[src/rtl/decoder3_8_pulse_pkg.sv]
// Shared definitions for the pulsed 3:8 decoder.
//  - Default parameter values (code width, pulse length, gap length, counter width)
//  - FSM state encoding used by the top level
package decoder3_8_pulse_pkg;

  localparam int DEF_IN_W      = 3;
  localparam int DEF_PULSE_LEN = 4;
  localparam int DEF_GAP_LEN   = 1;
  localparam int DEF_CNT_W     = 8;

  typedef enum logic [1:0] {
    ST_IDLE  = 2'd0,
    ST_PULSE = 2'd1,
    ST_GAP   = 2'd2
  } state_t;

endpackage

[src/rtl/decoder3_8_pulse_dec_onehot.sv]
// dec_onehot: purely combinational binary -> one-hot decode.
//  code   in  IN_W       binary index
//  onehot out 2**IN_W    exactly one bit set, at position code
module dec_onehot #(
  parameter int IN_W = 3
) (
  input  logic [IN_W-1:0]      code,
  output logic [2**IN_W-1:0]   onehot
);

  always_comb begin
    onehot       = '0;
    onehot[code] = 1'b1;
  end

endmodule

[src/rtl/decoder3_8_pulse.sv]
// decoder3_8_pulse: accepts a binary code over valid/ready and drives the
// matching one-hot line high for PULSE_LEN cycles, then idles GAP_LEN
// cycles before accepting the next code.
//
// Ports:
//  clk       rising-edge clock
//  rst_n     asynchronous active-low reset
//  en        1 = new codes may be accepted; 0 = in_ready held low
//  abort     synchronous cancel of a pulse/gap in progress
//  in_valid  in_code is valid this cycle
//  in_code   binary code to decode
//  in_ready  block can accept a code this cycle
//  out       registered one-hot output, zero when not pulsing
//  busy      high while in PULSE or GAP
//  done      one-cycle strobe after a pulse completes normally
//
// Handshake: a code is taken on a rising edge where in_valid & in_ready.
// in_ready depends only on registered state plus en/abort/rst_n, never on
// in_valid. While in_ready is low the source must hold its code; nothing is
// latched until the transfer happens.
module decoder3_8_pulse
  import decoder3_8_pulse_pkg::*;
#(
  parameter int IN_W      = DEF_IN_W,
  parameter int PULSE_LEN = DEF_PULSE_LEN,
  parameter int GAP_LEN   = DEF_GAP_LEN,
  parameter int CNT_W     = DEF_CNT_W
) (
  input  logic                  clk,
  input  logic                  rst_n,
  input  logic                  en,
  input  logic                  abort,
  input  logic                  in_valid,
  input  logic [IN_W-1:0]       in_code,
  output logic                  in_ready,
  output logic [2**IN_W-1:0]    out,
  output logic                  busy,
  output logic                  done
);

  localparam int OUT_W = 2**IN_W;

  // Counter reload values; the counter counts down to zero inclusive, so a
  // load of LEN-1 gives LEN cycles in the state.
  localparam logic [CNT_W-1:0] PULSE_LOAD = CNT_W'(PULSE_LEN - 1);
  localparam logic [CNT_W-1:0] GAP_LOAD   = CNT_W'((GAP_LEN > 0) ? GAP_LEN - 1 : 0);
  localparam logic [CNT_W-1:0] CNT_ONE    = CNT_W'(1);

  state_t             state_q, state_d;
  logic [CNT_W-1:0]   cnt_q, cnt_d;
  logic [OUT_W-1:0]   out_q, out_d;
  logic               done_q, done_d;
  logic [OUT_W-1:0]   decoded;
  logic               accept;

  dec_onehot #(.IN_W(IN_W)) u_dec (
    .code   (in_code),
    .onehot (decoded)
  );

  // rst_n is folded in so in_ready is low for the whole reset window.
  assign in_ready = rst_n & en & ~abort & (state_q == ST_IDLE);
  assign accept   = in_valid & in_ready;

  assign out  = out_q;
  assign busy = (state_q != ST_IDLE);
  assign done = done_q;

  always_ff @(posedge clk or negedge rst_n) begin
    if (!rst_n) begin
      state_q <= ST_IDLE;
      cnt_q   <= '0;
      out_q   <= '0;
      done_q  <= 1'b0;
    end else begin
      state_q <= state_d;
      cnt_q   <= cnt_d;
      out_q   <= out_d;
      done_q  <= done_d;
    end
  end

  always_comb begin
    state_d = state_q;
    cnt_d   = cnt_q;
    out_d   = out_q;
    done_d  = 1'b0;

    // abort wins over both a new accept and the normal end-of-pulse done.
    if (abort) begin
      state_d = ST_IDLE;
      cnt_d   = '0;
      out_d   = '0;
    end else begin
      case (state_q)
        ST_IDLE: begin
          if (accept) begin
            state_d = ST_PULSE;
            cnt_d   = PULSE_LOAD;
            out_d   = decoded;
          end
        end
        ST_PULSE: begin
          if (cnt_q == '0) begin
            out_d  = '0;
            done_d = 1'b1;
            if (GAP_LEN > 0) begin
              state_d = ST_GAP;
              cnt_d   = GAP_LOAD;
            end else begin
              state_d = ST_IDLE;
              cnt_d   = '0;
            end
          end else begin
            cnt_d = cnt_q - CNT_ONE;
          end
        end
        ST_GAP: begin
          if (cnt_q == '0) begin
            state_d = ST_IDLE;
          end else begin
            cnt_d = cnt_q - CNT_ONE;
          end
        end
        default: begin
          state_d = ST_IDLE;
          cnt_d   = '0;
          out_d   = '0;
        end
      endcase
    end
  end

endmodule

[config.mk]
export PLATFORM = sky130hd
export DESIGN_NAME = decoder3_8_pulse
export DESIGN_NICKNAME = d
export VERILOG_FILES = /design/src/rtl/decoder3_8_pulse_pkg.sv /design/src/rtl/decoder3_8_pulse_dec_onehot.sv /design/src/rtl/decoder3_8_pulse.sv
export SDC_FILE = /design/constraint.sdc
export NUM_CORES = 1
export LEC_CHECK = 0
export ABC_AREA = 0
export ABC_CLOCK_PERIOD_IN_PS = 4650
export CAP_MARGIN = 20
export CORE_MARGIN = 4
export CORE_UTILIZATION = 35
export CTS_CLUSTER_DIAMETER = 100
export DETAILED_ROUTE_END_ITERATION = 10
export PLACE_DENSITY = 0.53
export SLEW_MARGIN = 25
export SYNTH_ARGS = -nofsm -noshare
export SYNTH_HDL_FRONTEND = slang
export SYNTH_SLANG_ARGS = --single-unit
[constraint.sdc]
create_clock -name clk -period 4.65 [get_ports clk]
set_clock_uncertainty 0.2 [all_clocks]
set_input_delay 1.395 -clock clk [delete_from_list [all_inputs] [get_ports clk]]
set_output_delay 1.395 -clock clk [all_outputs]
set_load 0.01 [all_outputs]
# After elaboration in Yosys (flattened, before gate mapping)
# Cells that the tools add are included.
# classes
n_eq_ne	7
mux	19
bitwise_logic	5
order_cmp	2
add_sub_neg	1
n_reduce_logical	7
# ops
operator	n
$mux 8	7
$pmux 8 s3	2
$ne 3x3->1 const B	4
$logic_not 8->1	1
$mux 2	4
$sub 8x1->8 const B	1
$pmux 2 s3	1
$reduce_and 3->1	2
$and 1x1->1	4
$lt 3x4->1 const B	1
$mux 1	4
$demux 1 s3	1
$ge 3x1->1 const B	1
$eq 2x1->1 const B	1
$eq 2x2->1 const B	1
$logic_not 2->1	1
$ne 2x2->1 const B	1
$reduce_and 2->1	1
$reduce_bool 2->1	1
$logic_and 1x1->1	1
$not 1->1	1
# totals
out_inout_bits	11
elab_cells	45
input_bits	8
ff_bits	19

# Depth between registers and ports, before layout
# Gate-level depths: netlist (run 1).
# depth
depth_word	7
ltp_mapped	7
ltp_nobuf	6

# Hierarchy
# Synthesis (run 1) repeated with hierarchy kept, for this count alone.
# unflattened
hier_cells	114
hier_area_um2	1123.6
# by_module_without_submodules
module	n_inst	seq_area_each_um2	cells_each	area_each_um2
decoder3_8_pulse	1	475.5	106	1058.5
dec_onehot	1	0.0	8	65.1

# Least setup slack after synthesis (run 1)
# No wires, ideal clock.
# synth_timing
kind	input to output
from	input abort
to	output in_ready
required_time_ps	3055
stages	1
arrival_time_ps	1839
slack_ps	1216
path_buffers	0
path_cell_list	nor4_1
# synth_via
elab_chain_len	3
# synth_lines
item	line	text
start, declared	decoder3_8_pulse.sv:32	input logic abort,
$not 1->1	decoder3_8_pulse.sv:62	assign in_ready = rst_n & en & ~abort & (state_q == ST_IDLE);
$and 1x1->1 (2 in a row)	decoder3_8_pulse.sv:62	
end, declared	decoder3_8_pulse.sv:35	output logic in_ready,
# Every way passes these cells.

# Worst setup path after layout (run 1)
# layout_timing
from	input rst_n
to	output in_ready
# layout_via
elab_chain_len	3
# layout_lines
item	line	text
start, declared	decoder3_8_pulse.sv:30	input logic rst_n,
$and 1x1->1 (3 in a row)	decoder3_8_pulse.sv:62	
# Every way passes these cells.

==> results of run 1 <==
[how the worst max path moves through the flow]
stage	from	end	slack [ns]
final	rst_n	in_ready	0.28
after global routing	en	in_ready	0.20
after CTS	rst_n	in_ready	0.25
after detailed placement	rst_n	in_ready	0.28
after global placement	rst_n	in_ready	0.25
after floorplan	abort	in_ready	1.22
[power breakdown]
group          switching, µW  internal (µW)
registers               25.0            178
logic                   89.5           60.5
clock network           52.9           33.4
[flip-flops by register name (all words and copies together), names as in the netlist]
signal / flops
state_q: 2
out: 8
done: 1
cnt_q: 8
[per-layer routing]
layer  up-vias  track usage
li1        549            -
met1       526        0.216
met5         -            0
met2        39        0.228
met4         0       0.0228
met3         2       0.0388
[stage by stage]
stage | hold slack (ns) | std cells | area [µm²] | setup WS [ns]
final | 0.350 | 197 | 1430 | 0.280
after global routing | 0.382 | 197 | 1430 | 0.197
after CTS | 0.352 | 197 | 1430 | 0.254
after detailed placement | 0.333 | 193 | 1400 | 0.279
after global placement | 0.329 | 193 | 1400 | 0.252
after floorplan | 0.348 | 137 | 1200 | 1.22
[worst max-delay path: stages]
cell	delay, ns
clkdlybuf4s50_1	0.51
nand2_1	0.08
nor4_1	0.20
clkdlybuf4s50_1	0.60
[layout by cell type, fill, tap and decap left out]
master	n
a2111oi_2	1
a21boi_0	1
a21o_1	4
a21oi_1	19
and3_1	1
and4b_1	1
buf_4	2
clkbuf_1	1
clkbuf_4	3
clkdlybuf4s50_1	18
dfrtp_1	19
ha_1	2
inv_1	4
nand2_1	7
nand2b_1	2
nand3_1	6
nand3b_1	1
nand4_1	3
nand4b_1	3
nor2_1	10
nor2b_1	4
nor3_1	7
nor3b_1	1
nor3b_2	1
nor4_1	4
nor4_4	1
nor4b_1	1
o2111ai_1	5
o211ai_1	3
o21ai_0	10
o21ai_2	1
o22a_1	1
or2_2	2
or3_1	1
or3b_2	2
or4_1	1
[cell type report]
| class | instances | area [µm²] |
|---|---|---|
| clock buffers | 4 | 26.3 |
| repair buffers | 20 | 195 |
| flip-flops and latches | 19 | 475 |
| multi-input cells | 106 | 661 |
| fillers | 333 | 1730 |
| inverters | 4 | 15.0 |
| well taps | 44 | 55.1 |
[cell families (layout without fill, tap and decap cells)]
group | count (synthesis) | after routing | synth area share
flops | 19 | 19 | 0.397
fa+ha+maj | 2 | 2 | 0.0209
simple gates | 59 | 59 | 0.295
buf+inv | 12 | 28 | 0.0522
compound gates | 45 | 45 | 0.235
==> impl_metrics.tcl, run 1 <==
set metrics [dict create \
    status "finished clean" \
    power_uw 440 \
    globalplace.congestion 0.809 \
    final_util 0.453 \
    viasPerCell 5.66 \
    dpl.hpwl_mm 2.13 \
    diodes 0 \
    yosys.area.top_type "dfrtp_1" \
    portBuffers 18 \
    whs_path_depth 2 \
    post_cts_resized 0 \
    hold_viol_final 0 \
    cts-htree-levels 1 \
    die_y_um 66.5 \
    worstSkewPairLatency_ns 0.30 \
    core-area_mm2 0.00315 \
    netlist-cell-type-count 37 \
    grt_pass1_wl_mm 5.20 \
    clock.fmax_mhz 229 \
    post-route-min-period_ns 4.37 \
    slew_viol_final 0 \
    hold_buffers 0 \
    synth_top_area_frac 0.397 \
    cts_inserted_buffers 3 \
    crit_path_end_kind "output pin" \
    yosysSeqAreaShare 0.397 \
    critPathLaunchType "input pin" \
    async_flop_share 1.00 \
    firstDrtPassIters 4 \
    cts.clk_slew.worst_paths_ns 0.10 \
    antenna_found_initial 0 \
    syn_nets 147 \
    synth_edf_count 0 \
    ant_nets 0 \
    worst_slew_pin_slew_ns 0.557 \
    ir_worst_vdd_uv 137 \
    cts_root_buf "clkbuf_4" \
    synth_common_cells "a21oi_1, dfrtp_1, nor2_1, o21ai_0" \
    r2r_slack_ns 2.52 \
    top_layer "met4" \
    overflow 0 \
    relSlewSlack 0.629 \
    cts_setup_buffers 0 \
    synth_area_leaders "dfrtp_1, a21oi_1, o21ai_0" \
    syn-instance-count 137 \
    cp_max_fo 2 \
    min_from "out[4]" \
    drt_iter0_drc 133 \
    drc 0 \
    nNetsFinal 164 \
    syn_area_mm2 0.00120 \
    setup_viol 0 \
    maxCapViolations 0 \
    start_util 0.380 \
    reg2reg_from "state_q[0]" \
    io_pins 19 \
    synth_seq_cells 19 \
    rows 20 \
    wl_met3_um 122 \
    path_class "in -> out" \
    num_vias 1116 \
    arrival_ns 2.78 \
    required_ns 3.05 \
    grt_usage 0.150 \
    synth_area_per_cell_um2 8.75 \
    routed-wl-met2_mm 1.31 \
    die_w_um 66.5 \
    rsz0062_at_grt "no" \
    drt-total-wl_mm 2.92 \
    cts_tree "done" \
    synth_ff_type "dfrtp_1" \
    tns_ns 0 \
    cts_buffer_depth 2 \
    grt_pass1_vias 1083 \
    drive_gt1_frac 0.0850 \
    p_leak_uw 0.000558 \
    grt_max_degree 22 \
    r2r-end "cnt_q[3]" \
    hold_path_end "out[4]" \
    syn2layout_area_growth_pct 19.1 \
    powerDensity_mw_per_mm2 308 \
    m1WireLength_mm 1.47 \
    post-route-period-util 0.940 \
    yosysWarningCount 0 \
    cts_sinks 19 \
    reg2reg_depth 4 \
    wl_per_cell_um 14.8 \
    hold_class "reg -> reg" \
    dieArea_mm2 0.00442 \
]
Note: power is estimated with default switching activity, not from simulation.
==> run 2: changes to the inputs <==
- CAP_MARGIN: 20 -> 5
- CTS_BUF_LIST: unset -> sky130_fd_sc_hd__clkbuf_16
==> impl_metrics.tcl, run 2 (synthesis results as in run 1) <==
set metrics [dict create \
    fill_cells 324 \
    reg2reg_from "state_q[0]" \
    drt_iter0_drc 127 \
    crit_buf_inv 2 \
    drive_gt1_frac 0.0850 \
    hold_class "reg -> reg" \
    cts_buffer_depth 2 \
    rsz0062_at_grt "no" \
    cts_sinks 19 \
    cts_setup_buffers 0 \
    crit_slowest_cell "clkdlybuf4s50_1" \
    slowest_delay_ns 0.60 \
    arrival_ns 2.78 \
    globalplace.congestion 0.809 \
    ant_nets 0 \
    grt_max_degree 22 \
    grt_pass1_wl_mm 5.21 \
    hold_path_end "out[4]" \
    worstSkewPairLatency_ns 0.25 \
    portBuffers 18 \
    hold_viol_final 0 \
    die_y_um 66.5 \
    cp_top_family "buffers and inverters" \
    cts_tree "done" \
    dieArea_mm2 0.00442 \
    core-area_mm2 0.00315 \
    pre_cts_slack_ns 0.279 \
    r2r_slack_ns 2.51 \
    cp.depth 4 \
    reg2reg_depth 4 \
    status "finished clean" \
    wl_per_cell_um 14.9 \
    path_class "in -> out" \
    crit_path_end_kind "output pin" \
    cts.clk_slew.worst_paths_ns 0.05 \
    maxCapViolations 0 \
    clock.fmax_mhz 229 \
    cts_inserted_buffers 3 \
    setup_viol 0 \
    syn2layout_area_growth_pct 23.5 \
    firstDrtPassIters 4 \
    drc 0 \
    die_w_um 66.5 \
    grt_pass1_vias 1088 \
    rows 20 \
    io_pins 19 \
    relSlewSlack 0.632 \
    critPathLaunchType "input pin" \
    drt-total-wl_mm 2.94 \
    num_vias 1103 \
    cts_root_buf "clkbuf_16" \
    worst_slack_ns 0.278 \
    worst_slew_pin_slew_ns 0.552 \
    r2r-end "cnt_q[2]" \
    grt_usage 0.150 \
    nNetsFinal 164 \
    antenna_found_initial 0 \
    dpl.hpwl_mm 2.13 \
    ir_worst_vdd_uv 188 \
    min_from "out[4]" \
    p_leak_uw 0.000585 \
    start_util 0.380 \
    post-route-period-util 0.940 \
    cp_max_fo 2 \
    hold_buffers 0 \
    overflow 0 \
    post_cts_resized 0 \
    tns_ns 0 \
    final_cell_mix "a21oi_1, dfrtp_1, clkdlybuf4s50_1, nor2_1, o21ai_0" \
    post-route-min-period_ns 4.37 \
    powerDensity_mw_per_mm2 356 \
    viasPerCell 5.60 \
    whs_path_depth 2 \
    cts-htree-levels 1 \
    required_ns 3.05 \
    slew_viol_final 0 \
    worstPathCellList "clkdlybuf4s50_1 -> nand2_1 -> nor4_1 -> clkdlybuf4s50_1" \
    path_common_cell "clkdlybuf4s50_1" \
    diodes 0 \
]
==> run 2: cell count changes in the layout (fill, tap and decap cells not counted) <==
| cell | delta |
|---|---|
| clkbuf_16 | +3 |
| clkbuf_1 | -1 |
| clkbuf_4 | -3 |
| inv_1 | +1 |
==> run 2: per-stage QoR <==
step | power [µW] | hold WS, ns | utilization | cells | instance area (µm²)
2_1_floorplan | 317 | 0.348 | - | 137 | 1200
3_3_place_gp | 353 | 0.329 | 0.444 | 193 | 1400
3_5_place_dp | 354 | 0.333 | 0.444 | 193 | 1400
4_1_cts | 530 | 0.345 | 0.469 | 197 | 1480
6_report | 527 | 0.341 | 0.469 | 197 | 1480
5_1_grt | 563 | 0.373 | 0.469 | 197 | 1480
==> run 2: area by class of cell <==
cell class | instances | area [µm²] | share of cell area
clock buffer | 3 | 75.1 | 0.0507
clock inverter | 1 | 3.75 | 0.00254
inverter | 4 | 15.0 | 0.0101
multi-input combinational | 106 | 661 | 0.446
sequential | 19 | 475 | 0.321
tap | 44 | 55.1 | 0.0372
timing repair buffer | 20 | 195 | 0.132
==> run 2: routing by layer <==
layer / vias to the layer above / GRT usage / wire [µm]
met5: - / 0 / 0
met4: 0 / 0.0381 / 19
met3: 2 / 0.0337 / 130
met2: 35 / 0.229 / 1310
met1: 514 / 0.213 / 1480
li1: 552 / - / -
==> run 2: tightest hold or removal path, stage by stage, from the launching register on <==
cell and delay, ns:
dfrtp_1 0.37, o21ai_0 0.07, a21oi_1 0.06
==> run 2: worst max path at each step <==
stage               start       end  slack (ns)
floorplan           abort  in_ready        1.22
global placement    rst_n  in_ready        0.25
detailed placement  rst_n  in_ready        0.28
CTS                 rst_n  in_ready        0.25
global route           en  in_ready        0.20
finish              rst_n  in_ready        0.28
==> run 2: report_power, final <==
group | switching [µW] | internal [µW] | total, µW
clock | 58.2 | 114 | 172
sequential | 25.4 | 179 | 204
combinational | 89.7 | 60.5 | 150
total | 173 | 354 | 527
==> run 3: changes to the inputs <==
- CORE_ASPECT_RATIO: unset -> 0.6
==> impl_metrics.tcl, run 3 (synthesis results as in run 1) <==
set metrics [dict create \
    cts-htree-levels 1 \
    setup_viol 0 \
    drc 0 \
    post-route-min-period_ns 4.41 \
    hold_class "reg -> reg" \
    slew_viol_final 0 \
    final_area_mm2 0.00148 \
    final_cell_mix "a21oi_1, dfrtp_1, clkdlybuf4s50_1, nor2_1, o21ai_0" \
    place_area_mm2 0.00140 \
    hold_viol_final 0 \
    m1WireLength_mm 1.65 \
    cts_tree "done" \
    worstSkewPairLatency_ns 0.25 \
    drive_gt1_frac 0.0850 \
    clock_power_share 0.331 \
    dieArea_mm2 0.00446 \
    fill_cells 327 \
    status "finished clean" \
    p_int_uw 354 \
    viasPerCell 5.60 \
    post_cts_resized 0 \
    ant_nets 0 \
    wl_met3_um 210 \
    num_vias 1109 \
    nNetsFinal 164 \
    portBuffers 18 \
    core-area_mm2 0.00326 \
    grt_pass1_vias 1026 \
    io_pins 19 \
    grt_pass1_wl_mm 4.93 \
    cts_root_buf "clkbuf_16" \
    grt_usage 0.147 \
    antenna_found_initial 0 \
    cp_max_fo 2 \
    hold_buffers 0 \
    crit_path_end_kind "output pin" \
    power.switching_uw 176 \
    dpl.hpwl_mm 2.34 \
    critPathLaunchType "input pin" \
    p_sw_frac 0.332 \
    ir_worst_vdd_uv 142 \
    cts_inserted_buffers 3 \
    power_frac_comb 0.283 \
    p_leak_uw 0.000585 \
    overflow 0 \
    cts_sinks 19 \
    rsz0062_at_grt "no" \
    relSlewSlack 0.618 \
    start_util 0.367 \
    diodes 0 \
    path_class "in -> out" \
    die_w_um 83.6 \
    top_layer "met4" \
    post-route-period-util 0.948 \
    clock.fmax_mhz 227 \
    drt_iter0_drc 69 \
    maxCapViolations 0 \
    syn2layout_area_growth_pct 23.6 \
    rows 16 \
    tns_ns 0 \
    powerDensity_mw_per_mm2 357 \
    globalplace.congestion 0.782 \
    arrival_ns 2.81 \
    pwr-share-seq 0.387 \
    routed-wl-met2_mm 1.21 \
    drt-total-wl_mm 3.09 \
    die_y_um 53.3 \
    cts_buffer_depth 2 \
    worst_slew_pin_slew_ns 0.573 \
    cts.clk_slew.worst_paths_ns 0.05 \
    firstDrtPassIters 4 \
    holdWs_ns 0.347 \
    wl_per_cell_um 15.6 \
    required_ns 3.05 \
    cts_setup_buffers 0 \
    grt_max_degree 22 \
]
## run 3: cell counts in the layout (fill, tap and decap cells not counted)
No cell type changed its count.
## run 3: layout make-up
| type | instances | area (µm²) | share of cell area |
|---|---|---|---|
| multi-input combinational | 106 | 661 | 0.446 |
| sequential | 19 | 475 | 0.321 |
| timing repair buffer | 20 | 195 | 0.132 |
| clock buffer | 3 | 75.1 | 0.0507 |
| tap | 45 | 56.3 | 0.0380 |
| inverter | 4 | 15.0 | 0.0101 |
| clock inverter | 1 | 3.75 | 0.00253 |
## run 3: stage by stage
| stage | setup WS, ns | util | power, µW | cells |
|---|---|---|---|---|
| after global routing | 0.189 | 0.454 | 560 | 198 |
| after detailed placement | 0.264 | 0.430 | 354 | 194 |
| after CTS | 0.235 | 0.454 | 533 | 198 |
| after floorplan | 1.22 | - | 317 | 137 |
| after global placement | 0.207 | 0.430 | 353 | 194 |
| final | 0.241 | 0.454 | 529 | 198 |
## run 3: worst paths after layout
path | slack [ns] | endpoint | depth (start not counted) | from
max in group asynchronous | 2.60 | cnt_q[1] | 2 | rst_n
hold reg to reg | 0.35 | out[1] | 2 | out[1]
setup / recovery | 0.24 | in_ready | 4 | rst_n
min in group asynchronous | 1.43 | out[5] | 2 | rst_n
setup reg to reg | 2.48 | cnt_q[1] | 6 | cnt_q[0]
hold / removal | 0.35 | out[1] | 2 | out[1]
## run 3: power by group through the flow
stage / Combinational (µW) / Clock [µW] / Sequential, µW
after floorplan: 120 / 0 / 197
after CTS: 148 / 181 / 204
after global routing: 167 / 186 / 207
after global placement: 146 / 0 / 206
final: 150 / 175 / 205
after detailed placement: 147 / 0 / 207
## run 3: worst max-delay path, cell delays in order
cell and delay, ns:
clkdlybuf4s50_1 0.55, nand2_1 0.10, nor4_1 0.18, clkdlybuf4s50_1 0.59
## run 3: layer usage
| metal | vias up | global-route usage |
|---|---|---|
| met5 | - | 0 |
| met4 | 0 | 0.0428 |
| met3 | 5 | 0.0498 |
| met2 | 30 | 0.213 |
| met1 | 520 | 0.206 |
| li1 | 554 | - |
